==> src/rtl/biriscv_pipe_ctrl_gen.sv <==
// biRISC-V execution pipeline tracker: per-stage occupancy, late result insertion,
// youngest-match operand forwarding and exception squash of younger work.
module biriscv_pipe_ctrl_gen #(
  parameter int STAGES     = 3,
  parameter int LATE_STAGE = 2,
  parameter int XLEN       = 32,
  parameter int EXC_W      = 6
) (
  input  logic             clk,
  input  logic             rst,
  input  logic             issue_valid_i,
  input  logic             issue_accept_i,
  input  logic             issue_late_i,
  input  logic             issue_rd_valid_i,
  input  logic [4:0]       issue_rd_i,
  input  logic [XLEN-1:0]  issue_pc_i,
  input  logic [EXC_W-1:0] issue_exception_i,
  input  logic [XLEN-1:0]  e1_result_i,
  input  logic             late_valid_i,
  input  logic [XLEN-1:0]  late_result_i,
  input  logic [EXC_W-1:0] late_exception_i,
  input  logic             stall_i,
  input  logic             squash_i,
  input  logic [4:0]       fwd_ra_i,
  input  logic [4:0]       fwd_rb_i,
  output logic             fwd_ra_hit_o,
  output logic             fwd_rb_hit_o,
  output logic [XLEN-1:0]  fwd_ra_data_o,
  output logic [XLEN-1:0]  fwd_rb_data_o,
  output logic             hazard_o,
  output logic             stall_o,
  output logic             squash_o,
  output logic [3:0]       occupancy_o,
  output logic             wb_valid_o,
  output logic [4:0]       wb_rd_o,
  output logic [XLEN-1:0]  wb_result_o,
  output logic [XLEN-1:0]  wb_pc_o,
  output logic [EXC_W-1:0] wb_exception_o
);

  logic             valid_r [1:STAGES];
  logic             late_r  [1:STAGES];
  logic             rdv_r   [1:STAGES];
  logic [4:0]       rd_r    [1:STAGES];
  logic [XLEN-1:0]  pc_r    [1:STAGES];
  logic [XLEN-1:0]  res_r   [1:STAGES];
  logic [EXC_W-1:0] exc_r   [1:STAGES];
  logic             valid_s [1:STAGES];
  logic             late_s  [1:STAGES];
  logic             rdv_s   [1:STAGES];
  logic [4:0]       rd_s    [1:STAGES];
  logic [XLEN-1:0]  pc_s    [1:STAGES];
  logic [XLEN-1:0]  res_s   [1:STAGES];
  logic [EXC_W-1:0] exc_s   [1:STAGES];

  logic             squash_q_r, squash_q_s;
  logic             adv_s, late_hit_s, issue_ok_s, keep_s;
  logic [XLEN-1:0]  res_sel_s;
  logic [EXC_W-1:0] exc_sel_s, eexc_s;
  logic [XLEN+1:0]  fwd_a_s, fwd_b_s;
  logic [3:0]       occ_s;

  // An earlier exception always wins over one reported with the late result.
  assign late_hit_s = valid_r[LATE_STAGE] & late_r[LATE_STAGE];
  assign eexc_s     = (late_hit_s && late_valid_i && (exc_r[LATE_STAGE] == '0)) ?
                      late_exception_i : exc_r[LATE_STAGE];
  assign stall_o    = late_hit_s & ~late_valid_i;
  assign squash_o   = valid_r[LATE_STAGE] & (eexc_s != '0);
  assign adv_s      = ~stall_i & ~stall_o;

  // Next-state for every stage: hold, flush, or shift with result/exception insertion.
  always_comb begin
    issue_ok_s = issue_valid_i & issue_accept_i & ~squash_o & ~squash_q_r;
    squash_q_s = squash_q_r;
    keep_s     = 1'b1;
    res_sel_s  = '0;
    exc_sel_s  = '0;
    for (int k = 1; k <= STAGES; k++) begin
      valid_s[k] = valid_r[k];
      late_s[k]  = late_r[k];
      rdv_s[k]   = rdv_r[k];
      rd_s[k]    = rd_r[k];
      pc_s[k]    = pc_r[k];
      res_s[k]   = res_r[k];
      exc_s[k]   = exc_r[k];
    end
    if (squash_i) begin
      squash_q_s = 1'b0;
      for (int k = 1; k <= STAGES; k++) begin
        valid_s[k] = 1'b0;
        late_s[k]  = 1'b0;
        rdv_s[k]   = 1'b0;
        rd_s[k]    = 5'd0;
        pc_s[k]    = '0;
        res_s[k]   = '0;
        exc_s[k]   = '0;
      end
    end else if (adv_s) begin
      squash_q_s = squash_o;
      for (int k = 2; k <= STAGES; k++) begin
        // Stages younger than the faulting one become bubbles on a squash.
        keep_s    = !(squash_o && (k <= LATE_STAGE));
        res_sel_s = ((k == 2) && valid_r[1] && !late_r[1]) ? e1_result_i : res_r[k-1];
        res_sel_s = ((k == LATE_STAGE + 1) && late_hit_s) ? late_result_i : res_sel_s;
        exc_sel_s = ((k == LATE_STAGE + 1) && late_hit_s) ? eexc_s : exc_r[k-1];
        valid_s[k] = valid_r[k-1] & keep_s;
        late_s[k]  = late_r[k-1] & keep_s;
        rdv_s[k]   = rdv_r[k-1] & keep_s & !(squash_o && (k == LATE_STAGE + 1));
        rd_s[k]    = keep_s ? rd_r[k-1] : 5'd0;
        pc_s[k]    = keep_s ? pc_r[k-1] : '0;
        res_s[k]   = keep_s ? res_sel_s : '0;
        exc_s[k]   = keep_s ? exc_sel_s : '0;
      end
      valid_s[1] = issue_ok_s;
      late_s[1]  = issue_ok_s & issue_late_i;
      rdv_s[1]   = issue_ok_s & issue_rd_valid_i;
      rd_s[1]    = issue_ok_s ? issue_rd_i : 5'd0;
      pc_s[1]    = issue_ok_s ? issue_pc_i : '0;
      res_s[1]   = '0;
      exc_s[1]   = issue_ok_s ? issue_exception_i : '0;
    end else begin
      squash_q_s = squash_q_r;
    end
  end

  // Stage registers with synchronous reset.
  always_ff @(posedge clk) begin
    if (rst) begin
      squash_q_r <= 1'b0;
      for (int k = 1; k <= STAGES; k++) begin
        valid_r[k] <= 1'b0;
        late_r[k]  <= 1'b0;
        rdv_r[k]   <= 1'b0;
        rd_r[k]    <= 5'd0;
        pc_r[k]    <= '0;
        res_r[k]   <= '0;
        exc_r[k]   <= '0;
      end
    end else begin
      squash_q_r <= squash_q_s;
      for (int k = 1; k <= STAGES; k++) begin
        valid_r[k] <= valid_s[k];
        late_r[k]  <= late_s[k];
        rdv_r[k]   <= rdv_s[k];
        rd_r[k]    <= rd_s[k];
        pc_r[k]    <= pc_s[k];
        res_r[k]   <= res_s[k];
        exc_r[k]   <= exc_s[k];
      end
    end
  end

  // Returns {hit, hazard, data} for the youngest in-flight writer of src.
  function automatic logic [XLEN+1:0] fwd_lookup(input logic [4:0] src);
    logic            found, hit, haz;
    logic [XLEN-1:0] data;
    int              win;
    found = 1'b0;
    hit   = 1'b0;
    haz   = 1'b0;
    data  = '0;
    win   = 1;
    for (int k = STAGES; k >= 1; k--) begin
      if ((src != 5'd0) && valid_r[k] && rdv_r[k] && (rd_r[k] == src) && (exc_r[k] == '0)) begin
        found = 1'b1;
        win   = k;
      end
    end
    if (found) begin
      if ((win > LATE_STAGE) || (!late_r[win] && (win >= 2))) begin
        hit  = 1'b1;
        data = res_r[win];
      end else if (!late_r[win]) begin
        hit  = 1'b1;
        data = e1_result_i;
      end else if (win < LATE_STAGE) begin
        haz = 1'b1;
      end else if (late_valid_i) begin
        hit  = 1'b1;
        data = late_result_i;
      end else begin
        haz = 1'b1;
      end
    end
    return {hit, haz, data};
  endfunction

  // Forwarding lookups and stage occupancy count.
  always_comb begin
    fwd_a_s = fwd_lookup(fwd_ra_i);
    fwd_b_s = fwd_lookup(fwd_rb_i);
    occ_s   = 4'd0;
    for (int k = 1; k <= STAGES; k++) begin
      occ_s = occ_s + {3'b000, valid_r[k]};
    end
  end

  assign fwd_ra_hit_o   = fwd_a_s[XLEN+1];
  assign fwd_rb_hit_o   = fwd_b_s[XLEN+1];
  assign fwd_ra_data_o  = fwd_a_s[XLEN-1:0];
  assign fwd_rb_data_o  = fwd_b_s[XLEN-1:0];
  assign hazard_o       = fwd_a_s[XLEN] | fwd_b_s[XLEN];
  assign occupancy_o    = occ_s;
  assign wb_valid_o     = valid_r[STAGES] & adv_s;
  assign wb_rd_o        = (wb_valid_o && rdv_r[STAGES]) ? rd_r[STAGES] : 5'd0;
  assign wb_result_o    = res_r[STAGES];
  assign wb_pc_o        = pc_r[STAGES];
  assign wb_exception_o = exc_r[STAGES];

endmodule

==> config.mk <==
export PLATFORM = sky130hd
export DESIGN_NAME = biriscv_pipe_ctrl_gen
export DESIGN_NICKNAME = d
export VERILOG_FILES = /design/src/rtl/biriscv_pipe_ctrl_gen.sv
export SDC_FILE = /design/constraint.sdc
export NUM_CORES = 1
export LEC_CHECK = 0
export CELL_PAD_IN_SITES_DETAIL_PLACEMENT = 0
export CELL_PAD_IN_SITES_GLOBAL_PLACEMENT = 2
export CORE_MARGIN = 2
export CORE_UTILIZATION = 26
export DETAILED_ROUTE_END_ITERATION = 8
export PLACE_DENSITY = 0.79
export SKIP_CTS_REPAIR_TIMING = 1
export SYNTH_ARGS = -nofsm -noshare
export SYNTH_HDL_FRONTEND = slang
export SYNTH_SLANG_ARGS = --single-unit
==> constraint.sdc <==
create_clock -name clk -period 2.3 [get_ports clk]
set_input_delay 0.345 -clock clk [delete_from_list [all_inputs] [get_ports clk]]
set_output_delay 0.345 -clock clk [all_outputs]
set_load 0.02 [all_outputs]
# Word-level counts from Yosys, hierarchy flattened
# Memories as Yosys holds them, arrays and structs flattened.
# Index checks and enable logic that the tools add are counted.
# totals
mem_bits_rw	234
n_memories	7
reg_bits	1
word_cells	197
# op_classes
n_lt_le_gt_ge	6
addsub	2
reduce_logical	44
eq_ne	7
n_mux	89
n_bitwise	41
# mem_list
memory	words	width	read_ports	rd_ports_with_merged_regs	wr	line_no	rtl
pc_r	3	32	3	0	3	45	logic [XLEN-1:0] pc_r [1:STAGES];
res_r	3	32	5	0	3	46	logic [XLEN-1:0] res_r [1:STAGES];
exc_r	3	6	3	0	3	47	logic [EXC_W-1:0] exc_r [1:STAGES];
rd_r	3	5	3	0	3	44	logic [4:0] rd_r [1:STAGES];
late_r	3	1	4	0	3	42	logic late_r [1:STAGES];
rdv_r	3	1	3	0	3	43	logic rdv_r [1:STAGES];
+1 memories	n/a	n/a	n/a	n/a	n/a	n/a	
# ops
op	count
32-bit two-way mux	24
96-bit two-way mux	4
32-bit by 3-bit >= comparator with 1-bit output, second input constant	2
32-bit by 3-bit greater-than comparator with 1-bit output, second input constant	2
32-bit by 3-bit less-than comparator with 1-bit output, second input constant	2
6-bit two-way mux	7
1-bit two-way mux	36
18-bit two-way mux	2
5-bit == test	6
1-bit logical AND	30
15-bit two-way mux	2
5-bit two-way mux	6
1-bit bitwise OR	22
6-bit logical NOT	3
3-bit two-way mux	6
1-bit bitwise AND	14
5-bit nonzero test	2
6-bit nonzero test	1
1-bit inverter	5
1-bit logical NOT	4
2-bit two-way mux	2
2-bit by 1-bit adder with 3-bit output	1
1-bit by 1-bit adder with 2-bit output	1
1-bit logical OR	2
other kinds (3)	3

# Logic depth before layout (Yosys ltp)
# Gate-level depths: netlist of the first run.
# An unclocked memory read counts as a cell.
# logic_depth
word_depth	15
ltp_mapped	9
mapped_depth_nobuf	6

# Worst setup path after synthesis of the first run
# No wires, ideal clock.
# synth_timing
path_kind	register to output
startpoint	register exc_r[0][12] (netlist name)
endpoint	output port fwd_ra_data_o[30]
path_stages_with_launch	7
arrival_time_ns	2.483
path_slack_ns	-0.528
required_time_ns	1.955
path_cell_list	dfxtp_1 -> nor4_4 -> nand4_2 -> or4_4 -> a21oi_4 -> mux2_2 -> a211oi_1
# synth_lines
element	line_no	rtl
end: declaration	28	output logic [XLEN-1:0] fwd_ra_data_o,

==> results of run 1 <==
-- metrics by stage --
stage | utilization, % | cells | setup TNS, ns
after floorplan | - | 1320 | -8.321
after global placement | 40.02 | 2142 | -112.44
after detailed placement | 40.02 | 2142 | -115.17
after CTS | 42.00 | 2185 | -128.18
after global routing | 45.19 | 2236 | -80.98
final | 45.20 | 2238 | -72.59
-- synth_stat cells (4+ instances only) --
cell         n  area (µm²)
a211oi_1     7       52.55
a21o_1      32       240.2
a21oi_1    134       670.6
a22o_1     123        1077
a2bb2oi_1   29       254.0
a311oi_1    33       289.0
a31oi_1     32       200.2
and2_1      10       62.56
and3_1       5       31.28
buf_1       10       37.54
buf_2       22       110.1
buf_4       43       322.8
buf_6        4       45.04
clkbuf_1    94       352.8
dfxtp_1    202        4044
nand2_1    182       683.2
nand3_1     44       220.2
nand4_1     35       219.0
nor2_1      89       334.1
nor2b_1     29       181.4
nor3_1       8       40.04
nor4_1       6       37.54
o21ai_0     41       205.2
o221ai_2    30       450.4
xnor2_1     13       113.9
xor2_1      14       122.6
-- cells in the final DEF, fill, tap and decap left out, types with 5 or more instances in the layout --
cell	instances
o221ai_2	6
clkbuf_16	33
nor2_1	83
a21oi_2	10
buf_12	46
buf_2	6
o21ai_0	10
a21o_1	32
o21ai_4	8
clkbuf_8	7
nand2_1	180
a21oi_1	125
clkbuf_1	6
o21ai_1	5
xor2_1	14
buf_6	71
nand3_1	42
a211oi_1	6
buf_4	174
buf_8	5
and2_1	9
clkdlybuf4s50_1	200
a311oi_1	32
nand4_1	35
a31oi_4	30
a22o_1	123
nor2b_1	29
a2bb2oi_4	25
xnor2_1	13
dfxtp_1	196
o221ai_4	24
o21ai_2	18
nor3_1	5
nor2_4	5
-- power breakdown --
part / internal [mW] / switching (mW)
Clock: 2.34 / 1.58
Sequential: 3.55 / 0.0315
Combinational: 0.450 / 0.453
-- metal layers --
layer	wire length (µm)	vias up	part of all wire [%]
li1	-	5565	-
met1	20730	5715	42
met2	23400	415	48
met3	3666	91	7.5
met4	1211	12	2.5
met5	74	-	0.15
-- path summary, 6_finish.rpt --
check / from / end / cells after the start
min: issue_rd_valid_i / rdv_r[0][1]$_SDFFE_PP0P_ / 2
max reg2reg: valid_r[0][2]$_SDFFE_PP0P_ / res_r[2][31]$_SDFFE_PP0P_ / 11
min reg2reg: pc_r[0][94]$_SDFFE_PP0P_ / pc_r[0][126]$_SDFFE_PP0P_ / 2
max: exc_r[0][15]$_SDFFE_PP0P_ / fwd_rb_data_o[20] / 10
-- cells by family after synthesis --
logic type               count (synthesis)
multiplexers                             7
AO/OA/AOI/OAI                          475
other                                    1
buffers and inverters                  179
XOR/XNOR                                27
flip-flops                             203
AND/OR/NAND/NOR                        426
adder cells (fa/ha/maj)                  1
-- state kept, by name, indices dropped and copies added, names as in the netlist --
register	cells
valid_r	3
exc_r	18
rdv_r	3
rd_r	15
late_r	3
res_r	64
squash_q_r	1
pc_r	96
-- area by class of cell --
| cell class | count | area share [%] |
|---|---|---|
| antenna | 2 | 0.02700 |
| clock buffer | 38 | 4.016 |
| clock inverter | 5 | 0.3644 |
| inverter | 4 | 0.08099 |
| multi-input combinational | 938 | 40.78 |
| sequential | 203 | 22.04 |
| tap | 532 | 3.590 |
| timing repair buffer | 516 | 29.09 |
==> qor.yml, run 1 <==
outcome: "finished with violations"
violations: "setup timing"
cpPeakStageDelay_ns: 0.52
final_nets: 1821
grt_usage_pct: 20.96
h-tree-depth: 1
synth_edf_count: 1
ff_latch_area_um2: 4086
power_density_nw_per_um2: 453.5
crit_top_cell: "buf_6"
place.port_buffers: 278
hp-class: "in2reg"
synthMuxAreaShare_pct: 0.7261
avgRoutedWirePerCell_um: 21.93
busiest_layer: "met2"
grt_pass1_vias: 11650
grt_util_met2_pct: 35.19
dieHeight_um: 208.3
placed_area_um2: 16410
synthAdderAreaFrac_pct: 0.1844
cp_max_fo: 13
die_area_um2: 43400
timing.hold.ws_ns: 0.3978
total_power_mw: 8.407
maxSlewViolCount: 0
finalSetupViolCount: 70
core_um2: 41020
synthArstFlopShare_pct: 0
synthesis.area_um2: 10860
syn_to_final_growth_pct: 70.78
grt_pass1_wl_um: 71390
leakage_nw: 6.782
io-pin-count: 281
grt_max_degree: 60
setup_slack_ns: -1.168
max-slew-margin-rel_pct: 66.54
cts_root_buf: "clkbuf_16"
pre_cts_slack_ns: -1.450
crit_chain: "nor4_4 > nand4_4 > buf_6 > or4_4 > a32o_2 > buf_6 > clkbuf_16 > nand4_1 > a2bb2oi_4 > buf_4"
grt_overflow: 0
clock_latency_ns: 0.54
post-route-period-util_pct: 150.8
synthSimpleGateAreaFrac_pct: 18.27
worst-path-buf-inv: 4
antenna_found_initial: 8
hpwl_um: 33570
path_clk_slew_ns: 0.06
vias_per_cell: 5.272
num_rows: 74
use_met1_pct: 26.21
synth_xor_area_share_pct: 2.178
cts_made_buffers: 25
gp_congestion: 0.8538
synth_cell_type_count: 62
drc: 0
tritoncts: "done"
final_area_um2: 18540
yosysSeqAreaShare_pct: 37.53
grt_use_met3_pct: 5.796
drive_gt1_share_pct: 31.51
cpLargestDelayFamily: "simple AND/OR/NAND/NOR gates"
start_kind: "flip-flop"
yosys_most_used_dff: "dfxtp_1"
ys_warn_count: 0
drtPass1Iterations: 5
tightest_slew_ns: 0.5019
fmax_mhz: 288.3
synth_compound_area_share_pct: 32.85
crit_required_ns: 1.96
synth_area_per_cell_um2: 8.230
drt_iter0_markers: 666
num_vias: 11800
maxCapViolCount: 0
peakVddDrop_uv: 489.1
die_width_um: 208.3
crit_path_top_delay_cell: "or4_4"
cp-end-kind: "output port"
rsz0062_at_grt: "true"
multi_input_area_um2: 7561
fin_crit_ns: 3.468
drt-total-wl_um: 49090
skew_ns: 0.01006
nFillCells: 3962
finalHoldViolCount: 0
arrival_ns: 3.12
ant_nets: 0
ys_ff_latch: 203
cts_sinks: 203
rrSetupSlack_ns: 0.13
crit_type: "reg2out"
postSynthCellCount: 1319
synth_top_family_by_area: "compound AO/OA/AOI/OAI gates"
start_util_pct: 26.47
clock_path_buffers: 3
Power figures use the tool's default switching activity.
==> run 2: changes to the inputs <==
--- a/config.mk
+++ b/config.mk
@@ -10,6 +10,7 @@
 export CORE_MARGIN = 2
 export CORE_UTILIZATION = 26
 export DETAILED_ROUTE_END_ITERATION = 8
+export GPL_TIMING_DRIVEN = 1
 export PLACE_DENSITY = 0.79
 export SKIP_CTS_REPAIR_TIMING = 1
 export SYNTH_ARGS = -nofsm -noshare
==> results of run 2 <==
The final DEF is identical to that of run 1; final timing and power are the same.
==> run 3: changes to the inputs <==
--- a/config.mk
+++ b/config.mk
@@ -13,6 +13,7 @@
 export GPL_TIMING_DRIVEN = 1
 export PLACE_DENSITY = 0.79
 export SKIP_CTS_REPAIR_TIMING = 1
+export SLEW_MARGIN = 30
 export SYNTH_ARGS = -nofsm -noshare
 export SYNTH_HDL_FRONTEND = slang
 export SYNTH_SLANG_ARGS = --single-unit
==> results of run 3 <==
The final DEF is identical to that of run 1; final timing and power are the same.
